<file path="config.mk">
export PLATFORM = sky130hd
export DESIGN_NAME = dcache_refill_ctrl
export DESIGN_NICKNAME = d
export VERILOG_FILES = /design/src/rtl/dcache_refill_ctrl_pkg.sv /design/src/rtl/dcache_refill_ctrl_line_buf.sv /design/src/rtl/dcache_refill_ctrl.sv
export SDC_FILE = /design/constraint.sdc
export NUM_CORES = 1
export LEC_CHECK = 0
export CAP_MARGIN = 20
export CORE_AREA = 2 2 253 255
export CTS_BUF_LIST = sky130_fd_sc_hd__clkbuf_4 sky130_fd_sc_hd__clkbuf_8 sky130_fd_sc_hd__clkbuf_16
export DETAILED_ROUTE_END_ITERATION = 8
export DIE_AREA = 0 0 255 257
export GPL_TIMING_DRIVEN = 0
export PLACE_DENSITY_LB_ADDON = 0.25
export SYNTH_ARGS = -nofsm -noshare
export SYNTH_HDL_FRONTEND = slang
export SYNTH_SLANG_ARGS = --single-unit
</file>
<file path="constraint.sdc">
create_clock -name clk -period 24.8 [get_ports clk]
set_input_delay 3.72 -clock clk [delete_from_list [all_inputs] [get_ports clk]]
set_output_delay 3.72 -clock clk [all_outputs]
set_load 0.01 [all_outputs]
</file>
<file path="src/rtl/dcache_refill_ctrl_pkg.sv">
// Shared constants and FSM encoding for the data-cache refill controller.
package dcache_refill_ctrl_pkg;

  localparam int unsigned LINE_WORDS     = 16;
  localparam int unsigned DATA_BURST_NUM = LINE_WORDS - 1;
  localparam int unsigned LINE_OFF_W     = $clog2(LINE_WORDS * 4);

  typedef enum logic [1:0] {
    StIdle = 2'd0,
    StAddr = 2'd1,
    StData = 2'd2,
    StDone = 2'd3
  } state_e;

endpackage

</file>
<file path="src/rtl/dcache_refill_ctrl_line_buf.sv">
// Line buffer: LINE_WORDS x 32 register file written one beat at a time.
module refill_line_buf #(
  parameter int unsigned LINE_WORDS = 16,
  localparam int unsigned IdxW = $clog2(LINE_WORDS)
) (
  input  logic                     clk,
  input  logic                     rst,
  input  logic                     we,
  input  logic [IdxW-1:0]          waddr,
  input  logic [31:0]              wdata,
  input  logic [IdxW-1:0]          rsel,
  output logic [LINE_WORDS*32-1:0] line,
  output logic [31:0]              word
);

  logic [LINE_WORDS-1:0][31:0] mem_q;

  // Beat write port; contents persist across bursts so short bursts leave stale words.
  always_ff @(posedge clk or posedge rst) begin
    if (rst) begin
      mem_q <= '0;
    end else if (we) begin
      mem_q[waddr] <= wdata;
    end
  end

  assign line = mem_q;
  assign word = mem_q[rsel];

endmodule

</file>
<file path="src/rtl/dcache_refill_ctrl.sv">
// Read-miss refill engine: issues one AR (burst or single beat), gathers R beats
// into the line buffer and pulses resp_valid once the burst ends.
module dcache_refill_ctrl #(
  parameter int unsigned LINE_WORDS = dcache_refill_ctrl_pkg::LINE_WORDS,
  parameter int unsigned ADDR_W     = 32
) (
  input  logic                     clk,
  input  logic                     rst,
  input  logic                     req_valid,
  input  logic [ADDR_W-1:0]        req_addr,
  input  logic                     req_uncached,
  output logic                     req_ready,
  output logic                     resp_valid,
  output logic [LINE_WORDS*32-1:0] resp_line,
  output logic [31:0]              resp_word,
  output logic                     data_ren,
  output logic                     data_cache_ena,
  output logic [ADDR_W-1:0]        data_araddr,
  output logic                     data_arvalid,
  input  logic                     data_arready,
  input  logic [31:0]              data_rdata,
  input  logic                     data_rlast,
  input  logic                     data_rvalid,
  output logic                     data_rready
);
  import dcache_refill_ctrl_pkg::*;

  localparam int unsigned OffW = $clog2(LINE_WORDS * 4);
  localparam int unsigned IdxW = OffW - 2;
  localparam logic [IdxW-1:0] LastIdx = IdxW'(LINE_WORDS - 1);

  state_e            state_q, state_d;
  logic [ADDR_W-1:0] addr_q;
  logic              uncached_q;
  logic [IdxW-1:0]   beat_cnt_q;
  logic [IdxW-1:0]   sel_q;
  logic              beat_we;
  logic [ADDR_W-1:0] ar_addr;

  // Cached refills fetch the whole aligned line; uncached reads go out as-is.
  assign ar_addr = uncached_q ? addr_q : {addr_q[ADDR_W-1:OffW], {OffW{1'b0}}};

  // State, request latch, beat counter and response word select.
  always_ff @(posedge clk or posedge rst) begin
    if (rst) begin
      state_q    <= StIdle;
      addr_q     <= '0;
      uncached_q <= 1'b0;
      beat_cnt_q <= '0;
      sel_q      <= '0;
    end else begin
      state_q <= state_d;
      if (state_q == StIdle && req_valid) begin
        addr_q     <= req_addr;
        uncached_q <= req_uncached;
      end
      if (beat_we) begin
        // Select moves only when new data lands, so resp_word holds until the next burst.
        sel_q <= uncached_q ? '0 : addr_q[OffW-1:2];
        if (data_rlast) begin
          beat_cnt_q <= '0;
        end else if (beat_cnt_q != LastIdx) begin
          beat_cnt_q <= beat_cnt_q + 1'b1;
        end
      end
    end
  end

  // Next-state and AXI-side outputs.
  always_comb begin
    state_d        = state_q;
    req_ready      = 1'b0;
    resp_valid     = 1'b0;
    data_ren       = 1'b0;
    data_cache_ena = 1'b0;
    data_arvalid   = 1'b0;
    data_araddr    = '0;
    data_rready    = 1'b0;
    beat_we        = 1'b0;
    unique case (state_q)
      StIdle: begin
        req_ready = 1'b1;
        if (req_valid) state_d = StAddr;
      end
      StAddr: begin
        data_ren       = 1'b1;
        data_arvalid   = 1'b1;
        data_cache_ena = ~uncached_q;
        data_araddr    = ar_addr;
        if (data_arready) state_d = StData;
      end
      StData: begin
        data_ren       = 1'b1;
        data_rready    = 1'b1;
        data_cache_ena = ~uncached_q;
        if (data_rvalid) begin
          beat_we = 1'b1;
          if (data_rlast) state_d = StDone;
        end
      end
      StDone: begin
        resp_valid = 1'b1;
        state_d    = StIdle;
      end
      default: state_d = StIdle;
    endcase
  end

  refill_line_buf #(
    .LINE_WORDS(LINE_WORDS)
  ) u_line_buf (
    .clk  (clk),
    .rst  (rst),
    .we   (beat_we),
    .waddr(beat_cnt_q),
    .wdata(data_rdata),
    .rsel (sel_q),
    .line (resp_line),
    .word (resp_word)
  );

endmodule
</file>
==> summary.txt <==
STA
  – Worst-Margin Slew: between 1 and 1.5 ns
  – RSZ-0062 raised after global routing: no
  – Final hold violations: 0
  – Max Slew Vio Count: 0
  – Worst Skew: 0.02198 ns
  – Final setup viols: 0
  – Crit path time final: ~7.3 ns
  – Fin Hold WS: ~0.49 ns
  – F_max: 137.7 MHz
  – Relative slew slack: between 20% and 30%
  – Tcrit/Tclk final: 29.28%

Synth
  – Yosys reg bits: 555
  – Synth warnings: 0
  – XOR/XNOR Fraction of Synth Area: 0%
  – Synth cell types: 32
  – Post-synthesis sequential area ratio: ~56%
  – Syn_nets: approximately 1700
  – Netlist Area Pre-Place: between 20000 and 25000 sq um
  – Compound-Gate Fraction of Synth Area: around 2.3%
  – Avg Inst Size Synth: roughly 16 sq um
  – Post-Synth Simple-Gate Area: under 10%
  – Post-Syn Instances: 1573
  – Main combinational cell family by area after synthesis: multiplexers
  – Portion of netlist area occupied by mux cells: between 30% and 40%
  – Adder-cell share of the synthesized area: less than 1%

Clock network
  – Clk Tree Root Cell: clkbuf_16
  – Cts repair resizes: 0
  – Postcts setup bufs: 0
  – Clk slew on worst S/H paths: approximately 0.060 ns
  – Max clock buf depth: 3
  – CTS H-tree lvls: 2
  – Num Clock Sinks: 555
  – Num CTS Buffers: 61
  – CTS tree: built
  – CTS Hold Bufs: 0
  – Insertion delay to the later sink of the worst-skew pair: 0.64 ns

Die
  – Die height: 257 um
  – Initial Util: approximately two fifths
  – I/O pin cnt: 653
  – Total core area: roughly 63000 sq um
  – Die area: ~66000 sq um
  – Row count: 92
  – Width of the chip: 255 um

Final layout
  – Most common cell after layout, fill and taps aside: clkdlybuf4s50_1
  – Fillers: 5041
  – Area Overhead vs Synth: 39.41%
  – Post-Layout Cell Count: about 3200
  – Most frequent cells in the layout: clkdlybuf4s50_1, dfrtp_1, mux2_2
  – Nets: between 2000 and 2500
  – Share of layout cells above drive strength 1: 33.90%

Hold path
  – HP Class: reg2reg

Global route
  – Gr busiest metal: met2
  – Largest net degree at the start of global routing: roughly 130
  – Gr ovfl total: 0
  – Met3 Usage GRT: under 10%
  – GR Util All Layers: between 20% and 30%
  – Antenna violations before repair: 2
  – Global Route met2 Usage: approximately 47%
  – Vias in the first global route: around 19000
  – GR Layer Usage met1: about 36%
  – Global-route wire length before repair: about 140 mm

Pwr
  – Total power divided by cell area: between 100 and 150 nW/um^2
  – VDD IR max: 0.06291 mV
  – Pleak: 0.01555 uW

Worst setup path
  – Worst Setup Start Kind: register
  – CP endpoint kind: output pin
  – Critical path class: reg2out
  – WP data required: ~21 ns
  – R2r setup slk: 22.19 ns
  – Maximum fanout along the worst path: 10
  – Crit path DAT: about 3.5 ns

Detailed routing
  – Vias post-DR: roughly 18000
  – Drt pass-1 iters: 7
  – Initial drt markers: roughly 1200
  – Via density per instance: between 5 and 6
  – Final wirelength: between 90 and 100 mm
  – DRC Markers: 0
  – Post-DR wirelength/cell: 30.17 um
  – Routed Antenna Nets: 0

Outcome
  – Status: finished clean

Place
  – Gpl congestion: between 0.8 and 0.9
  – Buffers on Ports: approximately 650
  – Placed Cells: roughly 3100
  – HPWL Detailed: between 60 and 70 mm

Flow run
  – Max Cap Viol: 0
## worst paths after layout
| check | from | endpoint | cells after the start |
|---|---|---|---|
| max reg2reg | state_q[0] | u_line_buf.line[266] | 7 |
| max | sel_q[1] | resp_word[20] | 6 |
| min reg2reg | addr_q[8] | addr_q[8] | 1 |
| min | addr_q[8] | addr_q[8] | 1 |
| min in group asynchronous | rst | u_line_buf.line[386] | 2 |
| max in group asynchronous | rst | u_line_buf.line[153] | 4 |
## logic make-up after synthesis
family	Yosys count
DFF	555
and+or+nand+nor	114
muxes	675
AOI/OAI and AO/OA	78
adders and majority gates	10
buffers and inverters	141
## critical path: stages (launching register included)
cell and delay (ns):
dfrtp_1 0.36, buf_2 0.37, buf_1 0.88, mux4_2 0.44, a22oi_1 0.21, nand2_1 0.08
clkdlybuf4s50_1 0.56
## cells in the mapped netlist (all sizes together)
master   number  area (sq um)
dfrtp       555         13890
mux2        547          6160
a22oi        65         488.0
nand2        43         163.9
nor3b         1         7.510
o21ai         4         20.02
and3          7         43.79
nand3b        3         35.03
nor2         18         97.59
clkbuf       51         191.4
nand3         4         25.02
ha           10         125.1
a222oi        1         10.01
mux4        128          2883
buf          83         506.7
a31oi         3         18.77
o22a          1         8.760
nor2b         4         25.02
a22o          1         8.760
o21bai        2         15.01
a2bb2oi       1         8.760
nand2b        7         43.79
and2         27         168.9
inv           7         26.28
## cell type report
cell class	count	area (sq um)	area share, %
clock buffer	85	1813	5.208
multi-input combinational	877	10360	29.75
buffer	134	698.2	2.006
timing repair buffer	655	6626	19.04
tap	846	1059	3.041
antenna	1	2.502	0.007189
inverter	7	33.78	0.09705
sequential	555	13890	39.90
clock inverter	29	331.6	0.9526
## through the flow
stage	utilization [%]	worst slack, ns	setup TNS (ns)	area, sq um	power (uW)
finish	55.48	17.54	0	34810	3782
global route	55.48	17.43	0	34810	3940
CTS	55.48	17.52	0	34810	3807
detailed placement	52.06	18.21	0	32660	2844
global placement	51.87	-0.6883	-342.46	32540	2818
floorplan	-	5.561	0	24970	1989
## report_power, final
group          switching [uW]  internal [uW]
logic                     729            817
registers                 171           1110
clock network             382            572
total                    1280           2500
## metal layers
metal	vias to the layer above	share of wire [%]
li1	7306	-
met1	9345	39
met2	734	48
met3	198	9.1
met4	2	4.0
met5	-	0.016
## registers in the layout (all words and copies together) (netlist names)
name / flops
addr_q: 32
u_line_buf.line: 512
uncached_q: 1
sel_q: 4
state_q: 2
beat_cnt_q: 4
Power figures use the tool's default switching activity.
